## src/rtl/uart_pkg.sv

```systemverilog
// Shared definitions for the FIFO-fed UART transmitter.
//   state_t  : transmitter FSM states
//   PAR_*    : encodings accepted by the PARITY parameter
package uart_pkg;

    typedef enum logic [2:0] {
        IDLE,
        FETCH,
        LOAD,
        START,
        DATA,
        PAR,
        STOP
    } state_t;

    localparam int PAR_NONE = 0;
    localparam int PAR_EVEN = 1;
    localparam int PAR_ODD  = 2;

endpackage

```

## src/rtl/uart_baud_cnt.sv

```systemverilog
// Bit-period timer for the UART transmitter.
//   ck       in  clock
//   rst      in  synchronous active-high reset
//   clear    in  restart the bit period on the next edge
//   bit_tick out high in the last ck cycle of each bit period
module uart_baud_cnt #(
    parameter int CLKS_PER_BIT = 16
) (
    input  logic ck,
    input  logic rst,
    input  logic clear,
    output logic bit_tick
);

    localparam int W = (CLKS_PER_BIT > 1) ? $clog2(CLKS_PER_BIT) : 1;
    localparam logic [W-1:0] LAST = W'(CLKS_PER_BIT - 1);

    logic [W-1:0] cnt;

    // Free-running 0..CLKS_PER_BIT-1 counter; clear realigns it so the
    // start bit gets a full period.
    always_ff @(posedge ck) begin
        if (rst || clear) begin
            cnt <= '0;
        end else if (cnt == LAST) begin
            cnt <= '0;
        end else begin
            cnt <= cnt + 1'b1;
        end
    end

    assign bit_tick = (cnt == LAST);

endmodule

```

## src/rtl/fifo_uart_tx.sv

```systemverilog
// UART transmitter draining a byte FIFO, one frame per byte.
//   ck         in  clock
//   rst        in  synchronous active-high reset
//   en         in  transmit enable, looked at only at decision points
//   Fempty     in  FIFO empty flag
//   Ren        out FIFO read strobe, one-cycle pulse
//   Din        in  FIFO read data, valid the cycle after Ren
//   txd        out serial line, idle high
//   busy       out high whenever the FSM is not idle
//   frame_done out pulse in the last cycle of the final stop bit
module fifo_uart_tx
    import uart_pkg::*;
#(
    parameter int CLKS_PER_BIT = 16,
    parameter int PARITY       = 0,
    parameter int STOP_BITS    = 1
) (
    input  logic       ck,
    input  logic       rst,
    input  logic       en,
    input  logic       Fempty,
    output logic       Ren,
    input  logic [7:0] Din,
    output logic       txd,
    output logic       busy,
    output logic       frame_done
);

    localparam logic STOP_LAST = (STOP_BITS == 2);

    state_t     state;
    logic [7:0] shreg;
    logic       par_bit;
    logic [2:0] bit_idx;
    logic       stop_idx;
    logic       bit_tick;

    uart_baud_cnt #(
        .CLKS_PER_BIT(CLKS_PER_BIT)
    ) u_baud (
        .ck      (ck),
        .rst     (rst),
        .clear   (state == LOAD),
        .bit_tick(bit_tick)
    );

    // txd is always loaded with the value of the bit about to start, so it
    // changes on the same edge as the state that owns that bit.
    always_ff @(posedge ck) begin
        if (rst) begin
            state    <= IDLE;
            txd      <= 1'b1;
            Ren      <= 1'b0;
            busy     <= 1'b0;
            shreg    <= '0;
            par_bit  <= 1'b0;
            bit_idx  <= '0;
            stop_idx <= 1'b0;
        end else begin
            case (state)
                IDLE: begin
                    txd <= 1'b1;
                    if (en && !Fempty) begin
                        state <= FETCH;
                        Ren   <= 1'b1;
                        busy  <= 1'b1;
                    end
                end
                FETCH: begin
                    Ren   <= 1'b0;
                    state <= LOAD;
                end
                LOAD: begin
                    shreg   <= Din;
                    par_bit <= (PARITY == PAR_ODD) ? ~^Din : ^Din;
                    bit_idx <= '0;
                    txd     <= 1'b0;
                    state   <= START;
                end
                START: begin
                    if (bit_tick) begin
                        txd   <= shreg[0];
                        shreg <= {1'b0, shreg[7:1]};
                        state <= DATA;
                    end
                end
                DATA: begin
                    if (bit_tick) begin
                        if (bit_idx == 3'd7) begin
                            stop_idx <= 1'b0;
                            if (PARITY != PAR_NONE) begin
                                txd   <= par_bit;
                                state <= PAR;
                            end else begin
                                txd   <= 1'b1;
                                state <= STOP;
                            end
                        end else begin
                            bit_idx <= bit_idx + 3'd1;
                            txd     <= shreg[0];
                            shreg   <= {1'b0, shreg[7:1]};
                        end
                    end
                end
                PAR: begin
                    if (bit_tick) begin
                        txd      <= 1'b1;
                        stop_idx <= 1'b0;
                        state    <= STOP;
                    end
                end
                STOP: begin
                    if (bit_tick) begin
                        if (stop_idx == STOP_LAST) begin
                            if (en && !Fempty) begin
                                state <= FETCH;
                                Ren   <= 1'b1;
                            end else begin
                                state <= IDLE;
                                busy  <= 1'b0;
                            end
                        end else begin
                            stop_idx <= 1'b1;
                        end
                    end
                end
                default: begin
                    state <= IDLE;
                    txd   <= 1'b1;
                    Ren   <= 1'b0;
                    busy  <= 1'b0;
                end
            endcase
        end
    end

    // Decoded purely from registers, so there is no path from any input.
    assign frame_done = (state == STOP) && (stop_idx == STOP_LAST) && bit_tick;

endmodule

```

## config.mk

```make
export PLATFORM = sky130hd
export DESIGN_NAME = fifo_uart_tx
export DESIGN_NICKNAME = d
export VERILOG_FILES = /design/src/rtl/uart_pkg.sv /design/src/rtl/uart_baud_cnt.sv /design/src/rtl/fifo_uart_tx.sv
export SDC_FILE = /design/constraint.sdc
export NUM_CORES = 1
export LEC_CHECK = 0
export ABC_AREA = 1
export BUFFER_PORTS_ARGS = -buffer_cell sky130_fd_sc_hd__buf_2
export CORE_MARGIN = 2
export CORE_UTILIZATION = 55
export CTS_CLUSTER_DIAMETER = 60
export DETAILED_ROUTE_END_ITERATION = 6
export PLACE_DENSITY = 0.75
export SKIP_CTS_REPAIR_TIMING = 1
export SYNTH_ARGS = -nofsm -noshare
export SYNTH_HDL_FRONTEND = slang
export SYNTH_SLANG_ARGS = --single-unit
```

## constraint.sdc

```tcl
create_clock -name ck -period 1.59 [get_ports ck]
set_input_delay 0.0795 -clock ck [delete_from_list [all_inputs] [get_ports ck]]
set_output_delay 0.0795 -clock ck [all_outputs]
set_load 0.005 [all_outputs]
```

; Yosys cells after proc, flatten, opt, wreduce, memory -nomap -nowiden
; Cells that the tools add are included.
[word_totals]
latch_bits = 0
rom_bits = 0
mem_count = 0
reg_bits = 22
word_cells = 87
inputBits = 12
ram_bits = 0
output_inout_bits = 4
[op_classes]
muxes = 36
reduce_logical = 20
div = 0
mul = 0
n_shift = 0
magnitude_cmp = 0
bitwise_logic = 4
eq_ne = 17
add_sub_neg = 2
[op_table]
columns = operator, count
row1 = 3-bit 2-to-1 mux, 9
row2 = 8-bit 2-to-1 mux, 3
row3 = 8-bit one-hot mux with 3 select lines, 1
row4 = 3-bit one-hot mux with 7 select lines, 1
row5 = "2-bit inequality test, second input constant", 9
row6 = 1-bit 2-to-1 mux, 17
row7 = "3-bit == test, second input constant", 4
row8 = 5-bit AND reduction, 2
row9 = 1-bit one-hot mux with 3 select lines, 3
row10 = 4-bit AND reduction, 2
row11 = 7-bit AND reduction, 1
row12 = "3-bit by 2-bit == test with 1-bit output, second input constant", 2
row13 = 3-bit one-hot mux with 2 select lines, 1
row14 = 3-bit AND reduction, 2
row15 = 3-bit nonzero test, 2
row16 = 1-bit one-hot mux with 5 select lines, 1
row17 = 5-bit OR reduction, 1
row18 = "4-bit by 1-bit adder with 4-bit output, second input constant", 1
row19 = "4-bit == test, second input constant", 1
row20 = 1-bit inverter, 4
row21 = 2-bit OR reduction, 2
row22 = 4-bit OR reduction, 1
row23 = "3-bit by 1-bit adder with 3-bit output, second input constant", 1
row24 = "3-bit by 1-bit == test with 1-bit output, second input constant", 1
row25 = other kinds (5), 7

; Longest topological paths before layout
; Gate-level depths: netlist of run 1.
[logic_depth]
depth_word = 6
mapped_depth = 10

; Cells and area by module
; Synthesis of run 1 repeated with hierarchy kept, for this count alone.
[hier_totals]
hier_cells = 183
hier_area_um2 = 1214.9
[by_module_without_submodules]
columns = mod, n_inst, cells_each, area_per_inst_um2
row1 = fifo_uart_tx, 1, 164, 1048.5
row2 = uart_baud_cnt, 1, 19, 166.4

; Worst setup path before layout of run 1
; OpenSTA, ideal clock, no wires.
[synth_path]
path_type = register to register
start = reg bit_idx[0]
end = reg shreg[6]
path_slack_ps = 206
period_less_slack_ps = 1384
path_buffers = 1
setup_ps = 113
t_arrival_ps = 1271
path_stages_with_launch = 10
cell_sequence = dfxtp_1 > ha_1 > ha_1 > inv_1 > nand3_2 > nand2_2 > nand2_4 > buf_6 > nor2_1 > nor2_1
[synth_via]
elab_chain_cells = 3
[synth_lines]
columns = element, line_no
row1 = from (decl), fifo_uart_tx.sv:34  ; logic [2:0] bit_idx;
row2 = from (signal assigned), fifo_uart_tx.sv:99  ; bit_idx <= bit_idx + 3'd1;
row3 = 3-bit == test, fifo_uart_tx.sv:89  ; if (bit_idx == 3'd7) begin
row4 = 2-bit inequality test (no line), -
row5 = 4-bit AND reduction (no line), -
row6 = to (signal assigned), fifo_uart_tx.sv:74  ; shreg <= Din;
row7 = to (signal assigned), fifo_uart_tx.sv:83  ; shreg <= {1'b0, shreg[7:1]};
row8 = to (signal assigned), fifo_uart_tx.sv:101  ; shreg <= {1'b0, shreg[7:1]};
row9 = to (decl), fifo_uart_tx.sv:32  ; logic [7:0] shreg;
; No other way between the ends.
; A chain may end at the register's enable or synchronous reset.

; Worst setup path after layout of run 1
[layout_path]
start = reg state[1]
end = out frame_done
[layout_via]
elab_chain_cells = 3
[layout_lines]
columns = element, line_no
row1 = from (decl), fifo_uart_tx.sv:31  ; state_t state;
row2 = from (signal assigned), fifo_uart_tx.sv:51  ; state <= IDLE;
row3 = from (signal assigned), fifo_uart_tx.sv:64  ; state <= FETCH;
row4 = from (signal assigned), fifo_uart_tx.sv:71  ; state <= LOAD;
row5 = 3-bit == test, fifo_uart_tx.sv:138  ; assign frame_done = (state == STOP) && (stop_idx == STOP_LAST) && bit_tick;
row6 = 1-bit logical AND (2 in a row), fifo_uart_tx.sv:138
row7 = to (decl), fifo_uart_tx.sv:26  ; output logic frame_done
; No other way between the ends.

==> run metrics, run 1 <==
clock power share 0.105; CP arrival 1.39 ns; Setup crit start state[1]; setup TNS 0 ns; H-tree levels 1; Residual DRC 0; total area of sequential cells 422 um2; # rows 16; worst reg-to-reg setup slack 0.15 ns; origin of the critical flop-to-flop path bit_idx[0]; antenna viol nets, final 0; cell accounting for the most synthesized area dfxtp_1; Synth area leaders dfxtp_1 36%, nand2_1 15%, nor2_1 11%; routed vias/inst 4.94; Most used DFF post-synth dfxtp_1; PortBufs 15; clk_lat worst skew 0.31 ns; Max Fclk 0.679 GHz; yosys warns 0; total track usage 0.202; post-synthesis cell count 173; HPWL Detailed 1.63 mm; syn avg cell area 6.81 um2; Worst Hold Class in2reg; WP data required 1.51 ns; post-place setup slack 0.0911 ns; RSZ-0062 raised after global routing no; Worst-Margin Slew 0.480 ns; Initial Util 0.595; fraction of registers with async set/reset 0; sequential element share of the synthesized area 0.357; Max Root-Sink Buffers 2; Slowest cell on crit path dfxtp_1; first-pass GRT wire length 3.95 mm; Distinct cells, synth 26; switching pwr 1.20 mW; CTS Root Cell clkbuf_4; Sequential Power Share 0.329; Die X-Extent 50.3 um; Die Y 50.3 um; Worst path max stage delay 0.42 ns; Synth Net Count 188; vias 1072; number of DRC markers in iteration 0 23; CTS clk-pin slew, worst paths 0.12 ns; Layout Cells excl Fill 217; proportion of layout cells with a drive suffix above 1 0.221; Fin Clk Skew 0.00453 ns; post-layout min period 1.47 ns; outcome finished, final reports clean; IO Pins 16; initial antenna violation count 0; cell class contributing the biggest share of worst-path delay simple AND/OR/NAND/NOR gates; Slew Limit Fails 0; crit start category register; clock buffer count from CTS 3; Post-synth EDFFs 0; routed len/inst 10.5 um; hold path start Din[7]; clk sinks 21; total core area 1980 um2; post-synthesis cell area 1180 um2; top-area cell type share of the netlist area 0.357; WHS 0.0467 ns; PD cells 1880 nW/um2; final hold violations 0; Setup Crit Path Kind reg2out; Crit Path Max Fanout 4; Synth Register Bits 21; largest net degree at the start of global routing 16; # fillers 182; routability cong. 0.888; switching portion of total power 0.483; final WL 2.29 mm; Final Setup Violations 0; critical path buffer and inverter count 2; total power 2.48 mW; top-count cell post-synth nand2_1; P_int 1.28 mW; Worst Setup End Kind primary output; Placed Cells 212; Logic pwr share 0.567; crit path cell chain inv_1 -> nor2_1 -> nand2_1 -> nor2_1 -> buf_2; maximum vdd ir drop 1.32 mV; MaxCap Viol Count 0; TritonCTS clock tree yes; area delta synth->final 11.9%; Die ar. 2530 um2; Congestion Overflow GR 0; multi-input logic area 667 um2; number of global-route vias before repair 967; period utilization 0.927; most frequent cells after synthesis 47 x nand2_1, 34 x nor2_1, 21 x dfxtp_1; most frequent CP cell nor2_1; Worst Slack Setup Final 0.117 ns; antenna cells 0; Final #Nets 206; Slew HR 0.679; First-pass DRT Iterations 4; Leak Pwr 0.645 nW
-- metrics by stage --
stage	cell area [um2]	util
after detailed placement	1260	0.634
after global placement	1260	0.634
after global routing	1320	0.665
final	1320	0.665
after CTS	1280	0.647
after floorplan	1180	-
-- state kept, by name, summed over array words and instances, names as in the netlist --
signal,count
Ren,1
bit_idx,3
busy,1
shreg,8
state,3
txd,1
u_baud.cnt,4
-- layer usage --
| metal | GRT usage | vias up | part of all wire |
|---|---|---|---|
| met5 | 0 | - | 0 |
| met4 | 0.0676 | 0 | 0.018 |
| met3 | 0.0268 | 4 | 0.042 |
| met2 | 0.351 | 24 | 0.47 |
| met1 | 0.256 | 469 | 0.47 |
| li1 | - | 575 | - |
-- cell type report --
| cell class | instances | area share |
|---|---|---|
| clock buffer | 4 | 0.0199 |
| inverter | 20 | 0.0588 |
| multi-input combinational | 128 | 0.506 |
| sequential | 21 | 0.320 |
| tap | 27 | 0.0256 |
| timing repair buffer | 17 | 0.0702 |
-- worst paths after layout --
path                         to  cells past startpoint
setup / recovery     frame_done                      5
hold / removal         shreg[7]                      3
setup reg to reg       shreg[5]                      9
hold reg to reg   u_baud.cnt[0]                      1
-- power groups by stage --
stage	Combinational, mW	Clock [mW]	Sequential, mW
after detailed placement	1.35	0	0.821
after CTS	1.36	0.265	0.808
after global routing	1.64	0.281	0.836
after floorplan	1.22	0	0.782
after global placement	1.32	0	0.815
final	1.41	0.260	0.816
-- layout by cell type, fill, tap and decap left out, drive strengths merged, types with 2 or more instances in the layout --
cell type / synthesis / layout
clkbuf: 0 / 4
a21oi: 5 / 5
ha: 3 / 3
o21ai: 14 / 14
nor2: 36 / 36
dfxtp: 21 / 21
nand3: 11 / 11
nand2: 54 / 54
inv: 20 / 20
buf: 4 / 16
nand4: 2 / 2
-- worst register-to-register path, cell delays in order, from the launching register on --
cell     delay (ns)
dfxtp_1        0.34
ha_1           0.19
ha_1           0.17
inv_1          0.08
nand3_4        0.12
nand2_4        0.12
nand2_4        0.12
nand2_1        0.08
nand2_1        0.04
nor2_1         0.11
-- kinds of logic after synthesis --
logic type               synth area share
buffers and inverters              0.0987
flip-flops                          0.357
AO/OA/AOI/OAI                       0.109
adder cells (fa/ha/maj)            0.0319
XOR/XNOR                           0.0149
AND/OR/NAND/NOR                     0.389
(Power assumes the default switching activity.)
==> run 2: changes to the inputs <==
PLACE_DENSITY = 0.8   (was 0.75)
==> run 2 against run 1 <==
Net effect:
- sequential share of layout area fell by 0.69 points
- non-clock buffer count rose by 2
- sequential cell count did not move
- highest routed layer is now met3
==> run metrics, run 2 (synthesis results as in run 1) <==
outcome finished, final reports clean; Initial Util 0.595; Congestion Overflow GR 0; max reg flops 8; first-pass GRT wire length 3.94 mm; crit start category register; fin area 1340 um2; cell class contributing the biggest share of worst-path delay simple AND/OR/NAND/NOR gates; initial antenna violation count 0; WHS 0.0773 ns; WL met2 1.13 mm; worst reg-to-reg setup slack 0.14 ns; total track usage 0.200; CTS clk-pin slew, worst paths 0.12 ns; total core area 1980 um2; Worst Setup End Kind primary output; MaxCap Viol Count 0; vias 1053; IO Pins 16; largest net degree at the start of global routing 16; dpl cell area 1270 um2; Slew Limit Fails 0; critical register-to-register path endpoint shreg[5]; Die Y 50.3 um; Max Root-Sink Buffers 2; TritonCTS clock tree yes; final hold violations 0; number of global-route vias before repair 979; Final #Nets 208; area delta synth->final 14.0%; Max Used Layer met3; crit path cell chain inv_1 -> nor2_1 -> nand2_1 -> nor2_1 -> buf_2; largest register by flop count shreg; First-pass DRT Iterations 4; Worst Slack Setup Final 0.0998 ns; met1 wire length 1.13 mm; CP arrival 1.41 ns; PortBufs 15; clk_lat worst skew 0.31 ns; critical path buffer and inverter count 2; proportion of layout cells with a drive suffix above 1 0.229; Worst Hold Class in2reg; Layout Cells excl Fill 219; antenna cells 0; clock buffer count from CTS 3; worst setup path end frame_done; WP data required 1.51 ns; most common cell after layout, fill and taps aside nand2_1; most frequent cells in the layout 46 x nand2_1, 33 x nor2_1, 21 x dfxtp_1; biggest regs shreg: 8 flops, u_baud.cnt: 4 flops; clk sinks 21; # rows 16; H-tree levels 1; Crit Path Max Fanout 4; Die X-Extent 50.3 um; post-layout min period 1.49 ns; Placed Cells 214; antenna viol nets, final 0; Max Fclk 0.671 GHz; Slowest cell on crit path dfxtp_1; final WL 2.36 mm; PD cells 1900 nW/um2; routed len/inst 10.8 um; Die ar. 2530 um2; CTS Root Cell clkbuf_4; routed vias/inst 4.81; routability cong. 0.960; most frequent CP cell nor2_1; metal3 WL 95 um; R2R cell count 9; Setup Crit Path Kind reg2out; maximum vdd ir drop 0.985 mV; number of DRC markers in iteration 0 22; Worst path depth 5; Fin Clk Skew 0.00651 ns; origin of the critical flop-to-flop path bit_idx[0]; Worst path max stage delay 0.42 ns; HPWL Detailed 1.67 mm; Final Setup Violations 0; Worst-Margin Slew 0.474 ns; Leak Pwr 0.654 nW; post-place setup slack 0.136 ns; Residual DRC 0; Setup crit start state[1]; Slew HR 0.684; period utilization 0.937
## run 2: cell count changes in the layout (fill, tap and decap cells not counted), sizes merged
cell | before | now
buf | 16 | 18
## run 2: power breakdown
| part | switching, mW | total, mW | internal [mW] |
|---|---|---|---|
| logic | 0.957 | 1.48 | 0.528 |
| registers | 0.112 | 0.804 | 0.692 |
| clock network | 0.161 | 0.259 | 0.0980 |
| total | 1.23 | 2.55 | 1.32 |
## run 2: worst min path at each step
stage | slack, ns | startpoint | endpoint | cells after the start
2_1_floorplan | 0.14 | rst | shreg[7] | 1
3_3_place_gp | 0.28 | rst | shreg[7] | 2
3_5_place_dp | 0.29 | rst | shreg[7] | 2
4_1_cts | -0.05 | rst | shreg[7] | 2
5_1_grt | 0.09 | Din[7] | shreg[7] | 3
6_report | 0.08 | Din[7] | shreg[7] | 3
## run 2: layer usage
metal / up-vias / GRT usage
met4: 0 / 0.0766
met1: 452 / 0.260
met5: - / 0
li1: 575 / -
met3: 0 / 0.0357
met2: 26 / 0.329
## run 2: worst register-to-register path: cells and delay by family (launching register included)
| family | cells | cell delay (ns) |
|---|---|---|
| adders and majority gates | 2 | 0.37 |
| buffers and inverters | 1 | 0.09 |
| DFF | 1 | 0.34 |
| and+or+nand+nor | 6 | 0.60 |
## run 2: layout make-up
type	instances	area (um2)
inverter	20	77.6
fill	171	638
timing repair buffer	19	108
clock buffer	4	26.3
multi-input combinational	128	678
tap	27	33.8
sequential	21	420
## run 2: stage by stage
step                total power [mW]  utilization  TNS (ns)
floorplan                       2.00            -         0
global placement                2.15        0.641         0
detailed placement              2.18        0.641         0
CTS                             2.45        0.655         0
global route                    2.80        0.678   -0.0324
finish                          2.55        0.678         0
==> run 3: changes to the inputs <==
CORE_UTILIZATION = 56   (was 55)
PLACE_DENSITY = 0.81   (was 0.8)
SYNTH_HIERARCHICAL = 1   (was not set)
==> run 3 against run 2 <==
Net effect:
- combinational power shrank 12%
- fmax grew 1.1%
- non-clock buffer count shrank 1
- die area grew 1.1%
- clock skew grew 0.00091 ns
- critical path depth grew 5
- global-route usage grew 2.0 points
- sequential share of layout area grew 0.25 points
- first-iteration DRC count shrank 41%
- hold slack lost 0.0044 ns
- setup slack gained 0.017 ns
- clock power shrank 3%
- critical endpoint is now bit_idx[1]
- largest cell class unchanged
==> run metrics, run 3 <==
Slew HR 0.708; top-count cell post-synth nand2_1; Leak Pwr 0.694 nW; post-synthesis cell area 1210 um2; Die Y 50.6 um; origin of the critical flop-to-flop path bit_idx[0]; Worst Setup End Kind register; biggest regs shreg: 8 flops, u_baud/cnt: 4 flops; First-pass DRT Iterations 4; Max Root-Sink Buffers 2; CP arrival 1.68 ns; Max Fclk 0.679 GHz; CTS Root Cell clkbuf_4; sequential element share of the synthesized area 0.346; Distinct cells, synth 26; cell accounting for the most synthesized area dfxtp_1; largest register by flop count shreg; routed vias/inst 4.97; IO Pins 16; met3 usage 0.0357; maximum vdd ir drop 1.21 mV; clk_lat worst skew 0.30 ns; final hold violations 0; number of DRC markers in iteration 0 13; Residual DRC 0; period utilization 0.927; H-tree levels 1; Crit Path Max Fanout 5; Congestion Overflow GR 0; first-pass GRT wire length 4.35 mm; top-area cell type share of the netlist area 0.346; Synth Net Count 198; global-route track usage on met1 0.271; total core area 2000 um2; antenna viol nets, final 0; Slowest cell on crit path dfxtp_1; Most used DFF post-synth dfxtp_1; Worst Hold Path EP shreg[7]; clock buffer count from CTS 3; initial antenna violation count 0; proportion of layout cells with a drive suffix above 1 0.254; Final #Nets 217; total track usage 0.220; area delta synth->final 10.7%; Fin Clk Skew 0.00742 ns; # fillers 196; routability cong. 0.883; TritonCTS clock tree yes; # rows 16; most common cell after layout, fill and taps aside nand2_1; outcome finished, final reports clean; most frequent cells in the layout 48 x nand2_1, 35 x nor2_1, 19 x inv_1; HPWL Detailed 1.90 mm; final WL 2.53 mm; antenna cells 0; Worst-Margin Slew 0.438 ns; Die ar. 2560 um2; Synth area leaders dfxtp_1 35%, nand2_1 15%, nor2_1 11%; M2 GR Usage 0.386; Worst Hold Class in2reg; MaxCap Viol Count 0; PD cells 1740 nW/um2; worst reg-to-reg setup slack 0.12 ns; Initial Util 0.607; syn avg cell area 6.64 um2; CTS clk-pin slew, worst paths 0.12 ns; post-synthesis cell count 183; WHS 0.0729 ns; hold path depth 3; fraction of registers with async set/reset 0; most frequent CP cell nand2_1; WP data required 1.79 ns; hold path start Din[7]; crit path cell chain ha_1 -> ha_1 -> inv_1 -> nand3_2 -> nand2_1 -> nand2_1 -> inv_2 -> nand2_1 -> o21ai_0 -> nor2_1; number of global-route vias before repair 1060; most frequent cells after synthesis 48 x nand2_1, 37 x nor2_1, 21 x dfxtp_1, 21 x inv_1, 10 x nand3_1; R2R cell count 10; Placed Cells 222; vias 1134; Worst path max stage delay 0.35 ns; Layout Cells excl Fill 228; critical register-to-register path endpoint bit_idx[1]; Post-synth EDFFs 0; Die X-Extent 50.6 um; Final Core Density 0.672; Final Setup Violations 0; largest net degree at the start of global routing 16; most used routing layer met2; Slew Limit Fails 0; post-layout min period 1.47 ns; routed len/inst 11.1 um; clk sinks 21; max reg flops 8; Setup Crit Path Kind reg2reg; yosys warns 6; Synth Register Bits 21; total power 2.35 mW; crit start category register; PortBufs 15
run 3: logic make-up after synthesis:
group | count (synthesis) | share of synthesized area
buffers and inverters | 28 | 0.115
AND/OR/NAND/NOR | 110 | 0.395
adder cells (fa/ha/maj) | 3 | 0.0309
flip-flops | 21 | 0.346
AO/OA/AOI/OAI | 20 | 0.105
XOR/XNOR | 1 | 0.00721
run 3: final cells by class:
type	count	area, um2	share of cell area
sequential	21	424	0.315
multi-input combinational	134	667	0.496
timing repair buffer	18	100	0.0744
tap	27	33.8	0.0251
clock inverter	1	5.00	0.00372
clock buffer	3	22.5	0.0167
inverter	24	92.6	0.0688
run 3: layer usage:
metal,share of wire,vias to the layer above
met4,0.0091,0
met2,0.50,25
met5,0,-
li1,-,604
met3,0.047,4
met1,0.44,501
run 3: stage by stage:
step | setup slack [ns] | instance area, um2 | TNS, ns
5_1_grt | -0.0265 | 1350 | -0.0295
2_1_floorplan | 0.210 | 1210 | 0
3_5_place_dp | 0.0681 | 1280 | 0
4_1_cts | 0.0495 | 1310 | 0
3_3_place_gp | 0.136 | 1280 | 0
6_report | 0.117 | 1350 | 0
run 3: critical path: cells and delay by family, from the launching register on:
family / cells / cell delay (ns)
compound gates: 1 / 0.10
flops: 1 / 0.35
simple gates: 5 / 0.40
buf+inv: 2 / 0.17
fa+ha+maj: 2 / 0.37
run 3: worst max path at each step:
stage | slack [ns] | start | to
after floorplan | 0.21 | bit_idx[0] | shreg[6]
after global placement | 0.14 | u_baud/cnt[0] | state[0]
after detailed placement | 0.07 | u_baud/cnt[0] | state[0]
after CTS | 0.05 | u_baud/cnt[0] | Ren
after global routing | -0.03 | bit_idx[0] | bit_idx[1]
final | 0.12 | bit_idx[0] | bit_idx[1]
run 3: report_power, final:
| part | total, mW | switching (mW) | leakage (nW) | internal (mW) |
|---|---|---|---|---|
| clock network | 0.252 | 0.159 | 0.0177 | 0.0938 |
| registers | 0.796 | 0.112 | 0.173 | 0.684 |
| logic | 1.30 | 0.822 | 0.503 | 0.475 |
